## src/rtl/pow_5_arb_pkg.sv

```systemverilog
// Shared types and helpers for the x^5 round-robin arbiter.
// The optional WAIT watchdog is enabled with POW5_ARB_TIMEOUT_EN.
package pow_5_arb_pkg;

    typedef enum logic [1:0] {
        IDLE  = 2'd0,
        ISSUE = 2'd1,
        WAIT  = 2'd2
    } state_t;

    localparam int unsigned TIMEOUT_DEFAULT = 15;

    // Requester-index width; never narrower than one bit.
    function automatic int unsigned id_w(input int unsigned n);
        return (n < 2) ? 1 : $clog2(n);
    endfunction

endpackage

```

## src/rtl/pow_5_rr_arbiter_rr_pick.sv

```systemverilog
// Combinational round-robin picker: rotate by ptr, find lowest set bit, rotate back.
module pow_5_rr_arbiter_rr_pick #(
    parameter int unsigned N_REQ = 4,
    parameter int unsigned ID_W  = 2
) (
    input  logic [N_REQ-1:0] req,
    input  logic [ID_W-1:0]  ptr,
    output logic [N_REQ-1:0] grant,
    output logic [ID_W-1:0]  idx,
    output logic             any
);

    localparam logic [ID_W:0] N_W = (ID_W+1)'(N_REQ);

    logic [2*N_REQ-1:0] dbl;
    logic [N_REQ-1:0]   rot;
    logic [N_REQ-1:0]   tmp;
    logic [ID_W-1:0]    off;
    logic [ID_W:0]      sum;

    always_comb begin
        dbl   = {req, req} >> ptr;
        rot   = dbl[N_REQ-1:0];
        tmp   = rot;
        off   = '0;
        any   = 1'b0;
        for (int unsigned k = 0; k < N_REQ; k++) begin
            if (!any && tmp[0]) begin
                any = 1'b1;
                off = ID_W'(k);
            end
            tmp = tmp >> 1;
        end
        sum = {1'b0, ptr} + {1'b0, off};
        if (sum >= N_W) begin
            sum = sum - N_W;
        end
        idx   = sum[ID_W-1:0];
        grant = N_REQ'(any) << idx;
    end

endmodule

```

## src/rtl/pow_5_rr_arbiter.sv

```systemverilog
// Round-robin front end sharing one external x^5 unit among N_REQ requesters.
// Define POW5_ARB_TIMEOUT_EN to add a WAIT-state watchdog that returns an error response.
module pow_5_rr_arbiter
    import pow_5_arb_pkg::*;
#(
    parameter int unsigned w       = 8,
    parameter int unsigned N_REQ   = 4,
    parameter int unsigned TIMEOUT = TIMEOUT_DEFAULT,
    localparam int unsigned ID_W   = id_w(N_REQ)
) (
    input  logic               clk,
    input  logic               rst_n,
    input  logic [N_REQ-1:0]   req_vld,
    input  logic [N_REQ*w-1:0] req_n,
    output logic [N_REQ-1:0]   req_rdy,
    output logic               rsp_vld,
    output logic [ID_W-1:0]    rsp_id,
    output logic [w-1:0]       rsp_res,
    output logic               rsp_err,
    output logic               busy,
    output logic               unit_n_vld,
    output logic [w-1:0]       unit_n,
    input  logic               unit_res_vld,
    input  logic [w-1:0]       unit_res
);

    localparam logic [ID_W-1:0] ID_LAST = ID_W'(N_REQ - 1);

    state_t          state_q, state_d;
    logic [ID_W-1:0] ptr_q, ptr_d;
    logic [ID_W-1:0] gnt_q, gnt_d;
    logic [w-1:0]    unit_n_d;
    logic            rsp_vld_d, rsp_err_d;
    logic [ID_W-1:0] rsp_id_d;
    logic [w-1:0]    rsp_res_d;

    logic [N_REQ-1:0] pick_grant;
    logic [ID_W-1:0]  pick_idx;
    logic             pick_any;

`ifdef POW5_ARB_TIMEOUT_EN
    localparam int unsigned   CNT_W   = $clog2(TIMEOUT + 1);
    localparam logic [CNT_W-1:0] CNT_LIM = CNT_W'(TIMEOUT - 1);
    logic [CNT_W-1:0] cnt_q, cnt_d;
`else
    logic unused_timeout;
    assign unused_timeout = (TIMEOUT == 0);
`endif

    pow_5_rr_arbiter_rr_pick #(
        .N_REQ (N_REQ),
        .ID_W  (ID_W)
    ) u_pick (
        .req   (req_vld),
        .ptr   (ptr_q),
        .grant (pick_grant),
        .idx   (pick_idx),
        .any   (pick_any)
    );

    // Next-state, handshake and response logic.
    always_comb begin
        state_d   = state_q;
        ptr_d     = ptr_q;
        gnt_d     = gnt_q;
        unit_n_d  = unit_n;
        req_rdy   = '0;
        rsp_vld_d = 1'b0;
        rsp_err_d = 1'b0;
        rsp_id_d  = rsp_id;
        rsp_res_d = rsp_res;
`ifdef POW5_ARB_TIMEOUT_EN
        cnt_d     = cnt_q;
`endif
        case (state_q)
            IDLE: begin
                if (pick_any) begin
                    req_rdy  = pick_grant;
                    gnt_d    = pick_idx;
                    unit_n_d = w'(req_n >> (32'(pick_idx) * w));
                    state_d  = ISSUE;
                end
            end
            ISSUE: begin
                state_d = WAIT;
`ifdef POW5_ARB_TIMEOUT_EN
                cnt_d   = '0;
`endif
            end
            WAIT: begin
                if (unit_res_vld) begin
                    rsp_vld_d = 1'b1;
                    rsp_id_d  = gnt_q;
                    rsp_res_d = unit_res;
                    ptr_d     = (gnt_q == ID_LAST) ? '0 : gnt_q + 1'b1;
                    state_d   = IDLE;
                end
`ifdef POW5_ARB_TIMEOUT_EN
                else if (cnt_q == CNT_LIM) begin
                    rsp_vld_d = 1'b1;
                    rsp_err_d = 1'b1;
                    rsp_id_d  = gnt_q;
                    rsp_res_d = '0;
                    ptr_d     = (gnt_q == ID_LAST) ? '0 : gnt_q + 1'b1;
                    state_d   = IDLE;
                end else begin
                    cnt_d = cnt_q + 1'b1;
                end
`endif
            end
            default: state_d = IDLE;
        endcase
    end

    always_ff @(posedge clk) begin
        if (!rst_n) begin
            state_q    <= IDLE;
            ptr_q      <= '0;
            gnt_q      <= '0;
            unit_n     <= '0;
            unit_n_vld <= 1'b0;
            busy       <= 1'b0;
            rsp_vld    <= 1'b0;
            rsp_err    <= 1'b0;
            rsp_id     <= '0;
            rsp_res    <= '0;
`ifdef POW5_ARB_TIMEOUT_EN
            cnt_q      <= '0;
`endif
        end else begin
            state_q    <= state_d;
            ptr_q      <= ptr_d;
            gnt_q      <= gnt_d;
            unit_n     <= unit_n_d;
            unit_n_vld <= (state_d == ISSUE);
            busy       <= (state_d != IDLE);
            rsp_vld    <= rsp_vld_d;
            rsp_err    <= rsp_err_d;
            rsp_id     <= rsp_id_d;
            rsp_res    <= rsp_res_d;
`ifdef POW5_ARB_TIMEOUT_EN
            cnt_q      <= cnt_d;
`endif
        end
    end

endmodule

```

## config.mk

```make
export PLATFORM = sky130hd
export DESIGN_NAME = pow_5_rr_arbiter
export DESIGN_NICKNAME = d
export VERILOG_FILES = /design/src/rtl/pow_5_arb_pkg.sv /design/src/rtl/pow_5_rr_arbiter_rr_pick.sv /design/src/rtl/pow_5_rr_arbiter.sv
export SDC_FILE = /design/constraint.sdc
export NUM_CORES = 1
export LEC_CHECK = 0
export CORE_MARGIN = 2
export CORE_UTILIZATION = 45
export CTS_CLUSTER_SIZE = 25
export DETAILED_ROUTE_END_ITERATION = 16
export PLACE_DENSITY = 0.89
export SLEW_MARGIN = 10
export SYNTH_ARGS = -nofsm -noshare
export SYNTH_HDL_FRONTEND = slang
export SYNTH_SLANG_ARGS = --single-unit
```

## constraint.sdc

```tcl
create_clock -name clk -period 5.5 [get_ports clk]
set_input_delay 0.55 -clock clk [delete_from_list [all_inputs] [get_ports clk]]
set_output_delay 0.55 -clock clk [all_outputs]
set_load 0.1 [all_outputs]
```

==> load_flow_metrics.sql, run 1 <==
INSERT INTO impl_metrics (metric_group, metric, value, unit) VALUES
('hold_path', 'hp-class', 'reg2reg', ''),
('floorplan', 'placementRows', '21', ''),
('clock_network', 'cts_hold_repair.buffers', '0', ''),
('logic_synthesis', 'synth.lib_cells_used.distinct', '37', ''),
('sta', 'fin_crit_sh', '0.760', ''),
('grt', 'gr-usage-all-layers', '0.221', ''),
('sta', 'setup_repair_after_global_routing_missed_its_margin', 'false', ''),
('sta', 'fin_crit', '4.18', 'ns'),
('run', 'cap_viol_max_count', '0', ''),
('placement', 'place_congestion', '0.838', ''),
('setup_path', 'critPathMaxFanout', '10', ''),
('finish', 'num_antenna_cells', '0', ''),
('logic_synthesis', 'syn_avg_cell_area', '8.24', 'µm²'),
('finish', 'regArea', '541', 'µm²'),
('pwr', 'total_leakage_power', '0.941', 'nW'),
('floorplan', 'fp.dieW', '63.6', 'µm'),
('floorplan', 'die_h', '63.6', 'µm'),
('floorplan', 'design.core.area', '3360', 'µm²'),
('detailed_routing', 'via_count', '1632', ''),
('finish', 'layout.filler_cells', '296', ''),
('sta', 'final-max-slew-violation-count', '0', ''),
('pwr', 'ir_worst_vdd', '0.216', 'mV'),
('setup_path', 'r2r_slack', '2.76', 'ns'),
('setup_path', 'endpoint_kind', 'output port', ''),
('logic_synthesis', 'postSynthNetCount', '243', ''),
('placement', 'detailedPlacementHpwl', '3340', 'µm'),
('clock_network', 'worst_setup_hold_path_clk_slew', '0.14', 'ns'),
('logic_synthesis', 'yosysTopAreaCell', 'sky130_fd_sc_hd__dfxtp_1', ''),
('sta', 'timing.slew.headroom', '0.335', ''),
('clock_network', 'cts.path.max_buffers', '2', ''),
('logic_synthesis', 'synth-seq-cells', '27', ''),
('setup_path', 'crit_arrival', '3.63', 'ns'),
('logic_synthesis', 'synth_largest_type_area_fraction', '0.338', ''),
('clock_network', 'clock_sink_count', '27', ''),
('logic_synthesis', 'cell_count_after_synthesis', '194', ''),
('finish', 'layout-area-overhead-vs-synth', '45.7', '%'),
('detailed_routing', 'initialDrtViolationCount', '102', ''),
('grt', 'grt_pass1_vias', '1526', ''),
('setup_path', 'cp_data_required_time', '4.95', 'ns'),
('clock_network', 'worst_skew_pair.late_latency', '0.33', 'ns'),
('sta', 'final.setup_skew', '0.00278', 'ns'),
('detailed_routing', 'final_antenna_net_count', '0', ''),
('floorplan', 'design.die.area', '4050', 'µm²'),
('finish', 'multi_input_logic_area', '975', 'µm²'),
('clock_network', 'htree_num_levels', '1', ''),
('grt', 'global_route.overflow_total', '0', ''),
('detailed_routing', 'drc', '0', ''),
('clock_network', 'tritoncts', 'yes', ''),
('logic_synthesis', 'synth.yosys.seq_area_share', '0.338', ''),
('setup_path', 'path_class', 'in2out', ''),
('grt', 'grt_antenna_before_repair', '0', ''),
('finish', 'post_route_cells_drive_above_1_share', '0.0973', ''),
('grt', 'wire_length_of_the_first_global_routing_pass', '7090', 'µm'),
('logic_synthesis', 'synth-edff-count', '0', ''),
('finish', 'fin_nets', '307', ''),
('logic_synthesis', 'synthArstFlopShare', '0', ''),
('detailed_routing', 'viasPerCell', '5.39', ''),
('logic_synthesis', 'dominantRegCellSynth', 'sky130_fd_sc_hd__dfxtp_1', ''),
('pwr', 'power.density_cell_area', '260', 'nW/µm²'),
('sta', 'worst_slack', '1.32', 'ns'),
('clock_network', 'cts-resized-gates', '0', ''),
('logic_synthesis', 'synth_most_common_cell', 'sky130_fd_sc_hd__nand2_1', ''),
('logic_synthesis', 'synth_common_cells', 'sky130_fd_sc_hd__nand2_1 (36), sky130_fd_sc_hd__dfxtp_1 (27), sky130_fd_sc_hd__nor2_1 (21)', ''),
('sta', 'worst-slew-pin-transition', '0.994', 'ns'),
('sta', 'totalNegativeSetupSlack', '0', 'ns'),
('outcome', 'status', 'finished, final reports clean', ''),
('clock_network', 'tritoncts_buffers', '3', ''),
('placement', 'port-buffer-count', '71', ''),
('floorplan', 'ports', '73', ''),
('clock_network', 'cts_root_buffer', 'sky130_fd_sc_hd__clkbuf_4', ''),
('detailed_routing', 'routed_wire_per_std_cell', '14.0', 'µm');
[cells in the final DEF (no fill, tap or decap), drive strengths merged, types with 4 or more instances in the layout]
cell type | Yosys | final
nand3 | 8 | 8
mux2i | 14 | 14
a21oi | 15 | 15
inv | 4 | 4
o41ai | 9 | 9
nor3 | 5 | 5
dfxtp | 27 | 27
clkdlybuf4s50 | 0 | 67
buf | 7 | 5
nand2 | 36 | 36
nor2 | 21 | 21
and3 | 13 | 13
[per-stage QoR]
step	hold slack, ns	total power [mW]	cell area [µm²]	instances	utilization
2_1_floorplan	0.449	0.440	1600	194	-
3_3_place_gp	0.442	0.520	2300	299	0.684
3_5_place_dp	0.447	0.523	2300	299	0.684
4_1_cts	0.466	0.612	2330	303	0.693
5_1_grt	0.484	0.634	2330	303	0.693
6_report	0.465	0.606	2330	303	0.693
[area by class of cell]
| cell class | instances | area share |
|---|---|---|
| multi-input cells | 149 | 0.418 |
| repair buffers | 72 | 0.304 |
| flip-flops and latches | 27 | 0.232 |
| well taps | 46 | 0.0247 |
| clock buffers | 3 | 0.00967 |
| inverters | 5 | 0.00806 |
| clock inverters | 1 | 0.00322 |
[power by group]
part,switching (mW),internal (mW)
Clock,0.0596,0.0278
Combinational,0.199,0.0959
Sequential,0.0118,0.213
[state kept, by name, indices dropped and copies added, names as in the netlist]
name,cells
busy,1
unit_n_vld,1
unit_n,8
state_q,2
rsp_vld,1
rsp_id,2
ptr_q,2
gnt_q,2
rsp_res,8
[critical path, cell delays in order]
cell                              delay, ns
sky130_fd_sc_hd__clkdlybuf4s50_1       0.55
sky130_fd_sc_hd__nor2_1                0.26
sky130_fd_sc_hd__nor3_1                0.08
sky130_fd_sc_hd__a21oi_1               0.17
sky130_fd_sc_hd__o211ai_1              0.11
sky130_fd_sc_hd__ha_1                  0.23
sky130_fd_sc_hd__xnor2_1               0.58
sky130_fd_sc_hd__or3_1                 0.42
sky130_fd_sc_hd__nand2_1               0.12
sky130_fd_sc_hd__nor3_1                0.21
sky130_fd_sc_hd__buf_4                 0.33
[final timing paths]
check	startpoint	endpoint	cells past startpoint
setup / recovery	req_vld[0]	req_rdy[0]	11
hold / removal	rsp_id[0]	rsp_id[0]	2
setup reg to reg	ptr_q[0]	unit_n[6]	8
hold reg to reg	rsp_id[0]	rsp_id[0]	2
[cells by family after synthesis]
family          after synthesis  share of synthesized area
other cells                   1                    0.00235
compound gates               37                      0.223
mux                          14                     0.0876
xor+xnor                      2                     0.0110
simple gates                 93                      0.270
fa+ha+maj                     2                     0.0156
flops                        27                      0.338
buf+inv                      18                     0.0524
[routing by layer]
| metal | GRT usage | routed length, µm |
|---|---|---|
| met2 | 0.387 | 2190 |
| met3 | 0.0446 | 201 |
| met1 | 0.268 | 1800 |
| met4 | 0.0761 | 65 |
| met5 | 0 | 0 |
Note: power is estimated with default switching activity, not from simulation.
==> inputs of run 2 (changes only) <==
Settings changed: CORE_UTILIZATION 45 to 37, PLACE_DENSITY 0.89 to 0.79.
Clock period 5.5 ns to 3.6 ns, I/O delays scaled along.
==> load_flow_metrics.sql, run 2 (synthesis gave the netlist of run 1 again) <==
INSERT INTO impl_metrics (metric_group, metric, value, unit) VALUES
('outcome', 'status', 'finished, final reports clean', ''),
('pwr', 'netSwitchingFraction', '0.429', ''),
('pwr', 'clkPwrFrac', '0.180', ''),
('finish', 'regArea', '541', 'µm²'),
('setup_path', 'critPathCapture', 'req_rdy[2]', ''),
('finish', 'biggestRegsByFlops', 'rsp_res: 8 flops, unit_n: 8 flops', ''),
('finish', 'post_route_cells_drive_above_1_share', '0.119', ''),
('hold_path', 'hp-class', 'reg2reg', ''),
('sta', 'timing.slew.headroom', '0.332', ''),
('clock_network', 'post-cts-setup-buffer-count', '0', ''),
('setup_path', 'critical_path.slowest_cell', 'sky130_fd_sc_hd__clkdlybuf4s50_1', ''),
('pwr', 'ir_worst_vdd', '0.283', 'mV'),
('finish', 'layout.filler_cells', '375', ''),
('detailed_routing', 'drc', '0', ''),
('detailed_routing', 'final_antenna_net_count', '0', ''),
('finish', 'num_antenna_cells', '0', ''),
('finish', 'fin_nets', '310', ''),
('placement', 'detailedPlacementHpwl', '3200', 'µm'),
('finish', 'postLayoutCoreUtil', '0.597', ''),
('setup_path', 'crit_path_cell_trace', 'clkdlybuf4s50_1 -> nor2_1 -> nor3_1 -> a21oi_1 -> o211ai_1 -> ha_1 -> xnor2_1 -> or3_1 -> and2_1 -> nor3_2 -> buf_12', ''),
('placement', 'port-buffer-count', '71', ''),
('run', 'cap_viol_max_count', '0', ''),
('floorplan', 'fp.dieW', '69.7', 'µm'),
('finish', 'finalNonFillerCells', '310', ''),
('pwr', 'share_seq_of_total_power', '0.345', ''),
('setup_path', 'critical-path-max-stage-delay', '0.56', 'ns'),
('sta', 'worst-slew-pin-transition', '0.999', 'ns'),
('grt', 'grtUsageMet1', '0.256', ''),
('pwr', 'power.share.combinational', '0.476', ''),
('sta', 'setup_repair_after_global_routing_missed_its_margin', 'false', ''),
('pwr', 'power.density_cell_area', '407', 'nW/µm²'),
('detailed_routing', 'firstDrtPassIters', '4', ''),
('sta', 'totalNegativeSetupSlack', '0', 'ns'),
('floorplan', 'design.die.area', '4860', 'µm²'),
('finish', 'layout.cells.most_common', 'sky130_fd_sc_hd__clkdlybuf4s50_1', ''),
('sta', 'fin_crit_sh', '0.913', ''),
('grt', 'wire_length_of_the_first_global_routing_pass', '7390', 'µm'),
('grt', 'gr-usage-all-layers', '0.181', ''),
('clock_network', 'cts.path.max_buffers', '2', ''),
('detailed_routing', 'routed_wire_per_std_cell', '13.8', 'µm'),
('floorplan', 'design.core.area', '4090', 'µm²'),
('setup_path', 'path_class', 'in2out', ''),
('sta', 'fin_crit', '3.29', 'ns'),
('finish', 'layout-area-overhead-vs-synth', '52.5', '%'),
('detailed_routing', 'final_wl', '4270', 'µm'),
('pwr', 'switching_power', '426', 'µW'),
('setup_path', 'launch_point_of_the_worst_reg_to_reg_path', 'ptr_q[0]', ''),
('sta', 'max_clock_freq', '304', 'MHz'),
('clock_network', 'cts_root_buffer', 'sky130_fd_sc_hd__clkbuf_8', ''),
('placement', 'place_congestion', '0.755', ''),
('pwr', 'cell_internal_pwr', '567', 'µW'),
('sta', 'fin_hold_ws', '0.462', 'ns'),
('setup_path', 'rr_worst_depth', '8', ''),
('clock_network', 'worst_skew_pair.late_latency', '0.28', 'ns'),
('detailed_routing', 'viasPerCell', '5.15', ''),
('setup_path', 'crit_arrival', '2.93', 'ns'),
('grt', 'global_route.overflow_total', '0', ''),
('floorplan', 'placementRows', '23', ''),
('grt', 'grt_use_met2', '0.291', ''),
('setup_path', 'endpoint_kind', 'output port', ''),
('setup_path', 'critPathLaunch', 'req_vld[0]', ''),
('grt', 'gr-usage-met3', '0.0262', ''),
('clock_network', 'htree_num_levels', '1', ''),
('setup_path', 'critPathMaxFanout', '7', ''),
('clock_network', 'tritoncts', 'yes', ''),
('grt', 'grt_antenna_before_repair', '0', ''),
('grt', 'grt_pass1_vias', '1534', ''),
('floorplan', 'die_h', '69.7', 'µm'),
('finish', 'multi_input_logic_area', '987', 'µm²'),
('floorplan', 'ports', '73', ''),
('sta', 'final-max-slew-violation-count', '0', ''),
('clock_network', 'cts_hold_repair.buffers', '0', ''),
('sta', 'final.setup_skew', '0.00776', 'ns'),
('grt', 'grt_max_degree', '19', ''),
('detailed_routing', 'via_count', '1598', ''),
('placement', 'placement.cell_area', '2390', 'µm²'),
('setup_path', 'cp_data_required_time', '3.24', 'ns'),
('clock_network', 'tritoncts_buffers', '3', ''),
('pwr', 'total_leakage_power', '0.977', 'nW'),
('grt', 'global_routing_s_busiest_layer', 'met2', ''),
('finish', 'most-common-layout-cells', 'sky130_fd_sc_hd__clkdlybuf4s50_1 (67), sky130_fd_sc_hd__nand2_1 (36), sky130_fd_sc_hd__dfxtp_1 (27)', ''),
('setup_path', 'timing.critical_path.from_type', 'primary input', ''),
('sta', 'setup_viol_count_final', '0', ''),
('floorplan', 'effective_utilization_at_floorplan', '0.391', ''),
('setup_path', 'r2r_slack', '1.10', 'ns'),
('setup_path', 'critical_path.reg2reg.endpoint', 'unit_n[4]', ''),
('placement', 'dpl.cell_count', '306', ''),
('sta', 'hold_violations', '0', ''),
('finish', 'final_cell_area', '2440', 'µm²'),
('clock_network', 'worst_setup_hold_path_clk_slew', '0.10', 'ns'),
('clock_network', 'cts-resized-gates', '0', ''),
('detailed_routing', 'initialDrtViolationCount', '97', ''),
('clock_network', 'clock_sink_count', '27', '');
## run 2: final cells by class
class | count | area share
repair buffers | 75 | 0.320
well taps | 50 | 0.0257
flip-flops and latches | 27 | 0.222
multi-input cells | 149 | 0.405
clock inverters | 1 | 0.00308
clock buffers | 3 | 0.0169
inverters | 5 | 0.00770
## run 2: worst min path at each step
stage                             to  depth (start not counted)       start  slack, ns
final                      rsp_id[1]                          2   rsp_id[1]       0.46
after global routing       rsp_id[1]                          2   rsp_id[1]       0.47
after CTS                  rsp_id[1]                          2   rsp_id[1]       0.46
after detailed placement  rsp_res[1]                          2  rsp_res[1]       0.45
after global placement    rsp_res[1]                          2  rsp_res[1]       0.44
after floorplan            rsp_id[1]                          2    gnt_q[1]       0.45
## run 2: worst max-delay path: cells and delay by family
family | cells | cell delay (ns)
compound gates | 2 | 0.26
simple gates | 5 | 1.15
fa+ha+maj | 1 | 0.24
buf+inv | 2 | 0.77
xor+xnor | 1 | 0.14
## run 2: metal layers
layer | vias to the layer above | part of all wire
met5 | - | 0
met4 | 0 | 0.011
met3 | 4 | 0.031
met2 | 27 | 0.49
met1 | 747 | 0.47
li1 | 820 | -
## run 2: power groups by stage
stage	clock network (mW)	registers (mW)	logic [mW]
2_1_floorplan	0	0.489	0.186
3_3_place_gp	0	0.348	0.470
3_5_place_dp	0	0.349	0.473
4_1_cts	0.184	0.342	0.475
5_1_grt	0.196	0.346	0.496
6_report	0.178	0.342	0.472
## run 2: stage by stage
stage | power, mW | worst slack [ns]
4_1_cts | 1.00 | 0.318
5_1_grt | 1.04 | 0.0945
3_5_place_dp | 0.822 | 0.345
2_1_floorplan | 0.675 | -0.0259
6_report | 0.992 | 0.315
3_3_place_gp | 0.818 | 0.379
==> inputs of run 3 (changes only) <==
Settings changed: ABC_AREA set to 1, CORE_UTILIZATION 37 to 36.
==> load_flow_metrics.sql, run 3 <==
INSERT INTO impl_metrics (metric_group, metric, value, unit) VALUES
('grt', 'wire_length_of_the_first_global_routing_pass', '6090', 'µm'),
('setup_path', 'endpoint_kind', 'output port', ''),
('clock_network', 'clock_sink_count', '27', ''),
('clock_network', 'tritoncts', 'yes', ''),
('placement', 'place_congestion', '0.812', ''),
('sta', 'worst-slew-pin-transition', '1.02', 'ns'),
('sta', 'setup_viol_count_final', '0', ''),
('grt', 'grt_antenna_before_repair', '0', ''),
('finish', 'num_antenna_cells', '0', ''),
('clock_network', 'cts_root_buffer', 'sky130_fd_sc_hd__clkbuf_8', ''),
('sta', 'max_clock_freq', '327', 'MHz'),
('clock_network', 'worst_setup_hold_path_clk_slew', '0.09', 'ns'),
('logic_synthesis', 'synth_common_cells', 'sky130_fd_sc_hd__nand2_1 (28), sky130_fd_sc_hd__dfxtp_1 (27), sky130_fd_sc_hd__nor2_1 (26)', ''),
('floorplan', 'design.core.area', '3940', 'µm²'),
('setup_path', 'critical-path-max-stage-delay', '0.47', 'ns'),
('hold_path', 'hp-class', 'reg2reg', ''),
('setup_path', 'path_class', 'reg2out', ''),
('sta', 'timing.slew.headroom', '0.315', ''),
('clock_network', 'cts-resized-gates', '0', ''),
('setup_path', 'timing.critical_path.from_type', 'register', ''),
('sta', 'totalNegativeSetupSlack', '0', 'ns'),
('logic_synthesis', 'synth.lib_cells_used.distinct', '26', ''),
('logic_synthesis', 'synth_most_common_cell', 'sky130_fd_sc_hd__nand2_1', ''),
('detailed_routing', 'via_count', '1464', ''),
('setup_path', 'cp_data_required_time', '3.24', 'ns'),
('logic_synthesis', 'dominantRegCellSynth', 'sky130_fd_sc_hd__dfxtp_1', ''),
('setup_path', 'path_buf_inv', '3', ''),
('sta', 'final-max-slew-violation-count', '0', ''),
('logic_synthesis', 'synth-seq-cells', '27', ''),
('finish', 'fin_nets', '307', ''),
('grt', 'grt_max_degree', '17', ''),
('clock_network', 'tritoncts_buffers', '3', ''),
('logic_synthesis', 'yosysWarningCount', '0', ''),
('clock_network', 'worst_skew_pair.late_latency', '0.27', 'ns'),
('logic_synthesis', 'synth_largest_type_area_fraction', '0.370', ''),
('finish', 'most-common-layout-cells', 'sky130_fd_sc_hd__clkdlybuf4s50_1 (67), sky130_fd_sc_hd__nand2_1 (28), sky130_fd_sc_hd__dfxtp_1 (27)', ''),
('pwr', 'power.density_cell_area', '490', 'nW/µm²'),
('finish', 'biggestRegsByFlops', 'rsp_res: 8 flops, unit_n: 8 flops', ''),
('floorplan', 'placementRows', '23', ''),
('pwr', 'ir_worst_vdd', '0.396', 'mV'),
('setup_path', 'cpLargestDelayFamily', 'simple AND/OR/NAND/NOR gates', ''),
('outcome', 'status', 'finished, final reports clean', ''),
('logic_synthesis', 'syn_area', '1460', 'µm²'),
('setup_path', 'crit_arrival', '2.70', 'ns'),
('logic_synthesis', 'synth.yosys.seq_area_share', '0.370', ''),
('floorplan', 'ports', '73', ''),
('detailed_routing', 'final_wl', '3560', 'µm'),
('finish', 'finalNonFillerCells', '307', ''),
('placement', 'detailedPlacementHpwl', '2790', 'µm'),
('floorplan', 'design.die.area', '4590', 'µm²'),
('clock_network', 'htree_num_levels', '1', ''),
('sta', 'fin_crit', '3.06', 'ns'),
('clock_network', 'post-cts-setup-buffer-count', '0', ''),
('grt', 'global_route.overflow_total', '0', ''),
('pwr', 'total_leakage_power', '0.944', 'nW'),
('logic_synthesis', 'cell_count_after_synthesis', '190', ''),
('floorplan', 'fp.dieW', '67.7', 'µm'),
('placement', 'port-buffer-count', '71', ''),
('floorplan', 'die_h', '67.7', 'µm'),
('logic_synthesis', 'synthTopCellsByArea', 'sky130_fd_sc_hd__dfxtp_1 (37%), sky130_fd_sc_hd__mux2i_1 (11%), sky130_fd_sc_hd__nand3_1 (8.6%)', ''),
('floorplan', 'effective_utilization_at_floorplan', '0.371', ''),
('grt', 'gr-usage-all-layers', '0.172', ''),
('detailed_routing', 'routed_wire_per_std_cell', '11.6', 'µm'),
('logic_synthesis', 'synth-edff-count', '0', ''),
('finish', 'post_route_cells_drive_above_1_share', '0.117', ''),
('run', 'cap_viol_max_count', '0', ''),
('logic_synthesis', 'synthArstFlopShare', '0', ''),
('placement', 'dpl.cell_count', '303', ''),
('detailed_routing', 'initialDrtViolationCount', '53', ''),
('sta', 'hold_violations', '0', ''),
('logic_synthesis', 'syn_avg_cell_area', '7.69', 'µm²'),
('sta', 'fin_crit_sh', '0.851', ''),
('detailed_routing', 'firstDrtPassIters', '4', ''),
('detailed_routing', 'viasPerCell', '4.77', ''),
('detailed_routing', 'final_antenna_net_count', '0', ''),
('logic_synthesis', 'yosysTopAreaCell', 'sky130_fd_sc_hd__dfxtp_1', ''),
('sta', 'final.setup_skew', '0.00280', 'ns'),
('detailed_routing', 'drc', '0', ''),
('setup_path', 'critPathMaxFanout', '11', ''),
('finish', 'layout.cells.most_common', 'sky130_fd_sc_hd__clkdlybuf4s50_1', ''),
('clock_network', 'cts.path.max_buffers', '2', ''),
('grt', 'grt_pass1_vias', '1421', ''),
('setup_path', 'crit_path_cell_trace', 'inv_2 -> nand2_1 -> nand3_1 -> nand2_1 -> nand3_1 -> a21boi_0 -> ha_1 -> xor2_2 -> inv_1 -> nand3_4 -> nand2_2 -> nor3_2 -> buf_12', ''),
('setup_path', 'critical_path.slowest_cell', 'sky130_fd_sc_hd__dfxtp_1', ''),
('sta', 'setup_repair_after_global_routing_missed_its_margin', 'false', ''),
('finish', 'layout-area-overhead-vs-synth', '56.5', '%'),
('logic_synthesis', 'postSynthNetCount', '239', ''),
('clock_network', 'cts_hold_repair.buffers', '0', '');
run 3: cell type report:
cell class	count	area (µm²)
Multi-Input combinational cell	142	827
Tap cell	50	62.6
Fill cell	366	1660
Timing Repair Buffer	73	766
Inverter	11	46.3
Clock buffer	4	45.0
Sequential cell	27	541
run 3: final timing paths:
check             slack (ns)          to  depth (start not counted)       from
setup / recovery        0.54  req_rdy[1]                         13   ptr_q[0]
hold / removal          0.47   unit_n[0]                          2  unit_n[0]
setup reg to reg        1.15   unit_n[3]                         12   ptr_q[0]
hold reg to reg         0.47   unit_n[0]                          2  unit_n[0]
run 3: tightest hold or removal path: stages (launching register included):
cell and delay (ns):
sky130_fd_sc_hd__dfxtp_1 0.32, sky130_fd_sc_hd__nand2_1 0.06, sky130_fd_sc_hd__a21oi_1 0.05
run 3: logic make-up after synthesis:
family / count (synthesis) / synth area share
simple gates: 94 / 0.311
compound gates: 28 / 0.108
flops: 27 / 0.370
buf+inv: 21 / 0.0711
mux: 16 / 0.110
fa+ha+maj: 2 / 0.0171
other cells: 1 / 0.00257
xor+xnor: 1 / 0.0111
run 3: routing by layer:
layer / GRT usage / share of wire
met1: 0.203 / 0.43
met2: 0.290 / 0.47
met3: 0.0683 / 0.087
met4: 0.0434 / 0.0087
met5: 0 / 0
run 3: where the power goes:
part           switching [mW]  internal, mW
clock                  0.0871        0.0792
combinational           0.408         0.194
sequential             0.0192         0.333
run 3: metrics by stage:
step	utilization	power, mW	cell area [µm²]	hold WS (ns)	setup WS, ns
3_3_place_gp	0.569	0.960	2240	0.452	0.656
6_report	0.580	1.12	2290	0.467	0.538
4_1_cts	0.580	1.13	2290	0.469	0.495
3_5_place_dp	0.569	0.963	2240	0.457	0.562
2_1_floorplan	-	0.797	1470	0.461	0.0848
5_1_grt	0.580	1.18	2290	0.491	0.249
==> RTL change 1 (flow settings as in run 2) <==
Add a define of `POW5_ARB_TIMEOUT_EN`.
--- a/src/rtl/pow_5_rr_arbiter.sv
+++ b/src/rtl/pow_5_rr_arbiter.sv
@@ -2,2 +2,4 @@
 // Define POW5_ARB_TIMEOUT_EN to add a WAIT-state watchdog that returns an error response.
+`define POW5_ARB_TIMEOUT_EN
+
 module pow_5_rr_arbiter
Check against the original RTL: same outputs for any inputs over 10 cycles, from zero or initial values and one cycle with rst_n low; that may be too few to reach the edited logic, so the function may still have changed.
==> RTL change 1 against run 2 <==
- wire length is 16% higher
- register-to-register slack lost 140 ps
- synthesized cell count grew 13%
- critical path depth did not move
- clock skew barely moved
- non-clock buffer count increased by 3
- combinational power up 3%
- die area rose by 15%
- final area rose by 14%
- area after synthesis increased by 15%
- total power is 17% higher
- sequential power up 18%
- sequential cell count up 5
- worst setup slack got worse by 99 ps
==> RTL change 1: results (changes against run 2) <==
htreeDepth: 2  # +1
layout-drive-gt1-share: 0.144  # +0.0251
place_hpwl_um: 3610  # +13%
crit_slowest_cell: "clkdlybuf4s50_1"
drt_iter0_drc: 101  # +4.1%
viasPerCell: 5.15  # about the same
outcome: "completed"
layout.nets: 341  # +10%
hold_path_class: "flip-flop to flip-flop"
synthesis.nets: 270  # +11%
clock_skew_ps: 7.43  # -0.331 ps
timing.setup.tns_ps: 0  # unchanged
wl_um: 4960  # +16%
antenna_found_initial: 0  # unchanged
grt_pass1_wl_um: 8070  # +9.3%
ctsResizeCount: 0  # unchanged
peakVddDrop_mv: 0.207  # -27%
root_buffer: "clkbuf_8"
leakage_nw: 1.13  # +16%
async_flop_share: 0  # unchanged
min_period_over_period: 0.940  # +0.0275
slowest_delay_ps: 480  # -80 ps
grt_pass1_vias: 1858  # +21%
clk_transition_reported_paths_ps: 70  # -30 ps
timing.critical_path.buf_inv: 2  # unchanged
hold_depth: 2  # unchanged
numCtsBuffers: 5  # +2
reg2reg_from: "ptr_q[0]"
ys_top_cells_by_area: "dfxtp_1 (35%), mux2i_1 (8.7%), nor2_1 (7.5%)"
worstHoldStart: "unit_n[7]"
synth_commonest_cells: "nor2_1 (37), dfxtp_1 (32), mux2i_1 (16), nand2_1 (14), nand3_1 (10)"
final_cells: 358  # +15%
port_buffers: 72  # +1.4%
clock_latency_ps: 290
fillers: 465  # +24%
routabilityCongestion: 0.810  # +7.3%
ys_seq_area_frac: 0.347  # +0.00886
tightest_slew_ps: 1010  # +15.5 ps
reg2reg_depth: 10  # +2
ff2ff_setup_slack_ps: 960  # -140 ps
crit_arrival_ps: 3020  # +90 ps
reg_top3: "rsp_res: 8 flops, unit_n: 8 flops, cnt_q: 4 flops"
synth_cell_type_count: 45  # +22%
ctsLongestPathBuffers: 2  # unchanged
dpl.cell_count: 350  # +14%
ys.flop_type: "dfxtp_1"
r2r-end: "unit_n[4]"
ys_warn_count: 0  # unchanged
grt_max_degree: 21  # +2
grt_usage: 0.186  # +0.00475
cp_top_family: "simple AND/OR/NAND/NOR gates"
path_max_fanout: 7  # unchanged
post_cts_buffers: 0  # unchanged
hold_end: "unit_n[7]"
place_ws_ps: 130  # -215 ps
synth_cells: 219  # +13%
[RTL change 1: cell types whose count changed after synthesis, sizes merged, moves of 4 or more]
cell / before / now
nand2: 36 / 16
nor2: 21 / 37
a22oi: 0 / 8
a21oi: 15 / 8
mux2: 0 / 7
dfxtp: 27 / 32
nor3: 5 / 10
and3: 13 / 9
[RTL change 1: per-layer routing]
| metal | vias to the layer above | track usage | wire length (µm) |
|---|---|---|---|
| li1 | 929 | - | - |
| met1 | 846 | 0.205 | 2080 |
| met2 | 64 | 0.340 | 2440 |
| met3 | 5 | 0.0696 | 401 |
| met4 | 0 | 0.0417 | 42 |
| met5 | - | 0 | 0 |
[RTL change 1: cell families (layout without fill, tap and decap cells)]
| family | Yosys count | in the layout | share of synthesized area |
|---|---|---|---|
| XOR/XNOR | 2 | 2 | 0.00949 |
| multiplexers | 23 | 23 | 0.129 |
| AO/OA/AOI/OAI | 42 | 42 | 0.177 |
| buffers and inverters | 20 | 92 | 0.0562 |
| AND/OR/NAND/NOR | 96 | 96 | 0.254 |
| adder cells (fa/ha/maj) | 4 | 4 | 0.0271 |
| flip-flops | 32 | 32 | 0.347 |
[RTL change 1: worst register-to-register path, cell delays in order (launching register included)]
cell and delay [ps]:
dfxtp_2 450, nor2_1 100, a221oi_1 310, a21oi_1 80
a211o_2 320, ha_1 210, xor2_1 190, and3_2 260
buf_4 160, o21a_1 180, o41ai_2 300
[RTL change 1: cell type report]
| type | instances | share of cell area |
|---|---|---|
| multi-input combinational | 167 | 0.403 |
| timing repair buffer | 78 | 0.296 |
| sequential | 32 | 0.231 |
| tap | 67 | 0.0302 |
| clock buffer | 5 | 0.0248 |
| inverter | 6 | 0.00811 |
| clock inverter | 3 | 0.00676 |
[RTL change 1: power breakdown]
group          internal (mW)  switching [mW]  total [mW]  leakage, nW
clock network          0.135           0.142       0.276       0.0479
registers              0.381          0.0228       0.404        0.262
logic                  0.174           0.309       0.484        0.824
[RTL change 1: how the worst max path moves through the flow]
stage	startpoint	end
floorplan	ptr_q[0]	req_rdy[2]
CTS	req_vld[1]	req_rdy[2]
finish	req_vld[0]	req_rdy[0]
global placement	req_vld[1]	req_rdy[0]
detailed placement	req_vld[1]	req_rdy[2]
global route	req_vld[0]	req_rdy[0]
[RTL change 1: stage by stage]
step	area, µm²	hold slack (ps)
floorplan	1860	439
global placement	2680	449
detailed placement	2680	459
CTS	2770	476
global route	2780	501
finish	2780	481
==> RTL change 2 (config.mk and constraints of run 2) <==
Made on the original files. Re-encode `state_t` (3 states) as one-hot, 3 bits wide.
--- a/src/rtl/pow_5_arb_pkg.sv
+++ b/src/rtl/pow_5_arb_pkg.sv
@@ -4,6 +4,6 @@
 
-    typedef enum logic [1:0] {
-        IDLE  = 2'd0,
-        ISSUE = 2'd1,
-        WAIT  = 2'd2
+    typedef enum logic [2:0] {
+        IDLE  = 3'b001,
+        ISSUE = 3'b010,
+        WAIT  = 3'b100
     } state_t;
Check against the original RTL: no difference found for any inputs over 10 cycles, from zero or initial values and one cycle with rst_n low; not proved beyond that.
==> RTL change 2 against run 2 <==
- count of clock-buffer cells in the layout did not move
- total power grew 1.4%
- final area grew 2.5%
- sequential share of layout area up 0.27 points
- critical path depth shrank 1
- synthesized cell count up 2.6%
- wire length shrank 2.4%
- worst setup slack improved by 74 ps
- maximum frequency up 2.3%
- clock power is 37% higher
- sequential cell count up 1
- area after synthesis increased by 3.5%
- critical path type unchanged
- largest cell class unchanged
==> RTL change 2: results (changes against run 2) <==
reg2reg_from: "ptr_q[0]"
ys_top_cells_by_area: "dfxtp_1 (34%), nand2_1 (7.9%), mux2i_1 (6.7%)"
outcome: "completed"
grt_usage: 0.163  # -0.0179
layout.nets: 317  # +2.3%
grt_pass1_wl_um: 6850  # -7.3%
wire_per_inst_um: 13.1  # -5.2%
layout-drive-gt1-share: 0.139  # +0.0193
clock_skew_ps: 4.10  # -3.67 ps
placed_area_mm2: 0.00243  # +1.6%
path_max_fanout: 6  # -1
clockPowerShare: 0.242  # +0.062
syn_to_final_growth_pct: 50.9
p_int_uw: 627  # +11%
ys_seq_area_frac: 0.339  # +0.000596
ff2ff_setup_slack_ps: 970  # -130 ps
drt_iter0_drc: 54  # -44%
grt_max_degree: 17  # -2
synthesis.nets: 248  # +2.1%
reg_top3: "rsp_res: 8 flops, unit_n: 8 flops, state_q: 3 flops"
synth_cell_type_count: 41  # +11%
peakVddDrop_mv: 0.279  # -1.5%
r2r-end: "unit_n[7]"
synth_cells: 199  # +2.6%
viasPerCell: 5.13  # -0.51%
syn_area_mm2: 0.00166  # +3.5%
grt_pass1_vias: 1533  # -0.065%
place_hpwl_um: 3170  # -0.73%
switching_share: 0.377  # -0.0523
routabilityCongestion: 0.820  # +8.6%
wl_um: 4170  # -2.4%
place_ws_ps: 436  # +90.2 ps
async_flop_share: 0  # unchanged
reg2reg_depth: 8  # unchanged
maxSlewHeadroom: 0.329  # -0.00271
hold_end: "rsp_res[3]"
whs_ps: 456  # -5.74 ps
leakage_nw: 0.983  # +0.67%
clk_transition_reported_paths_ps: 90
fillers: 392  # +4.5%
==> RTL change 2: kinds of logic (layout without fill, tap and decap cells) <==
group,Yosys count,count (layout),synth area share
DFF,28,28,0.339
muxes,16,16,0.101
adders and majority gates,2,2,0.0151
xor gates and xnor gates,2,2,0.0106
and+or+nand+nor,95,95,0.285
other,1,1,0.00227
buffers and inverters,18,86,0.0673
AOI/OAI and AO/OA,37,37,0.181
==> RTL change 2: layout make-up <==
| class | count | share of cell area |
|---|---|---|
| Inverter | 6 | 0.00901 |
| Multi-Input combinational cell | 153 | 0.397 |
| Sequential cell | 28 | 0.224 |
| Clock buffer | 3 | 0.0165 |
| Timing Repair Buffer | 76 | 0.315 |
| Clock inverter | 1 | 0.0120 |
| Tap cell | 52 | 0.0260 |
==> RTL change 2: worst max-delay path by stage <==
stage | startpoint | cells past startpoint | end | slack, ps
2_1_floorplan | ptr_q[0] | 9 | req_rdy[0] | -2
3_5_place_dp | req_vld[3] | 10 | req_rdy[0] | 440
3_3_place_gp | req_vld[0] | 10 | req_rdy[0] | 470
4_1_cts | req_vld[3] | 10 | req_rdy[0] | 380
6_report | req_vld[3] | 10 | req_rdy[0] | 390
5_1_grt | req_vld[2] | 11 | req_rdy[0] | 200
==> RTL change 2: per-layer routing <==
metal,up-vias,share of wire,track usage
met4,0,0.012,0.0524
met1,740,0.43,0.211
met3,4,0.076,0.0299
met5,-,0,0
met2,54,0.48,0.275
li1,838,-,-
==> RTL change 2: worst max-delay path: stages <==
cell	delay (ps)
clkdlybuf4s50_1	580
and3b_1	200
o21ai_0	150
o211ai_1	130
ha_1	240
xnor2_1	280
nor3_2	110
or2_2	330
nor3_2	250
buf_12	210
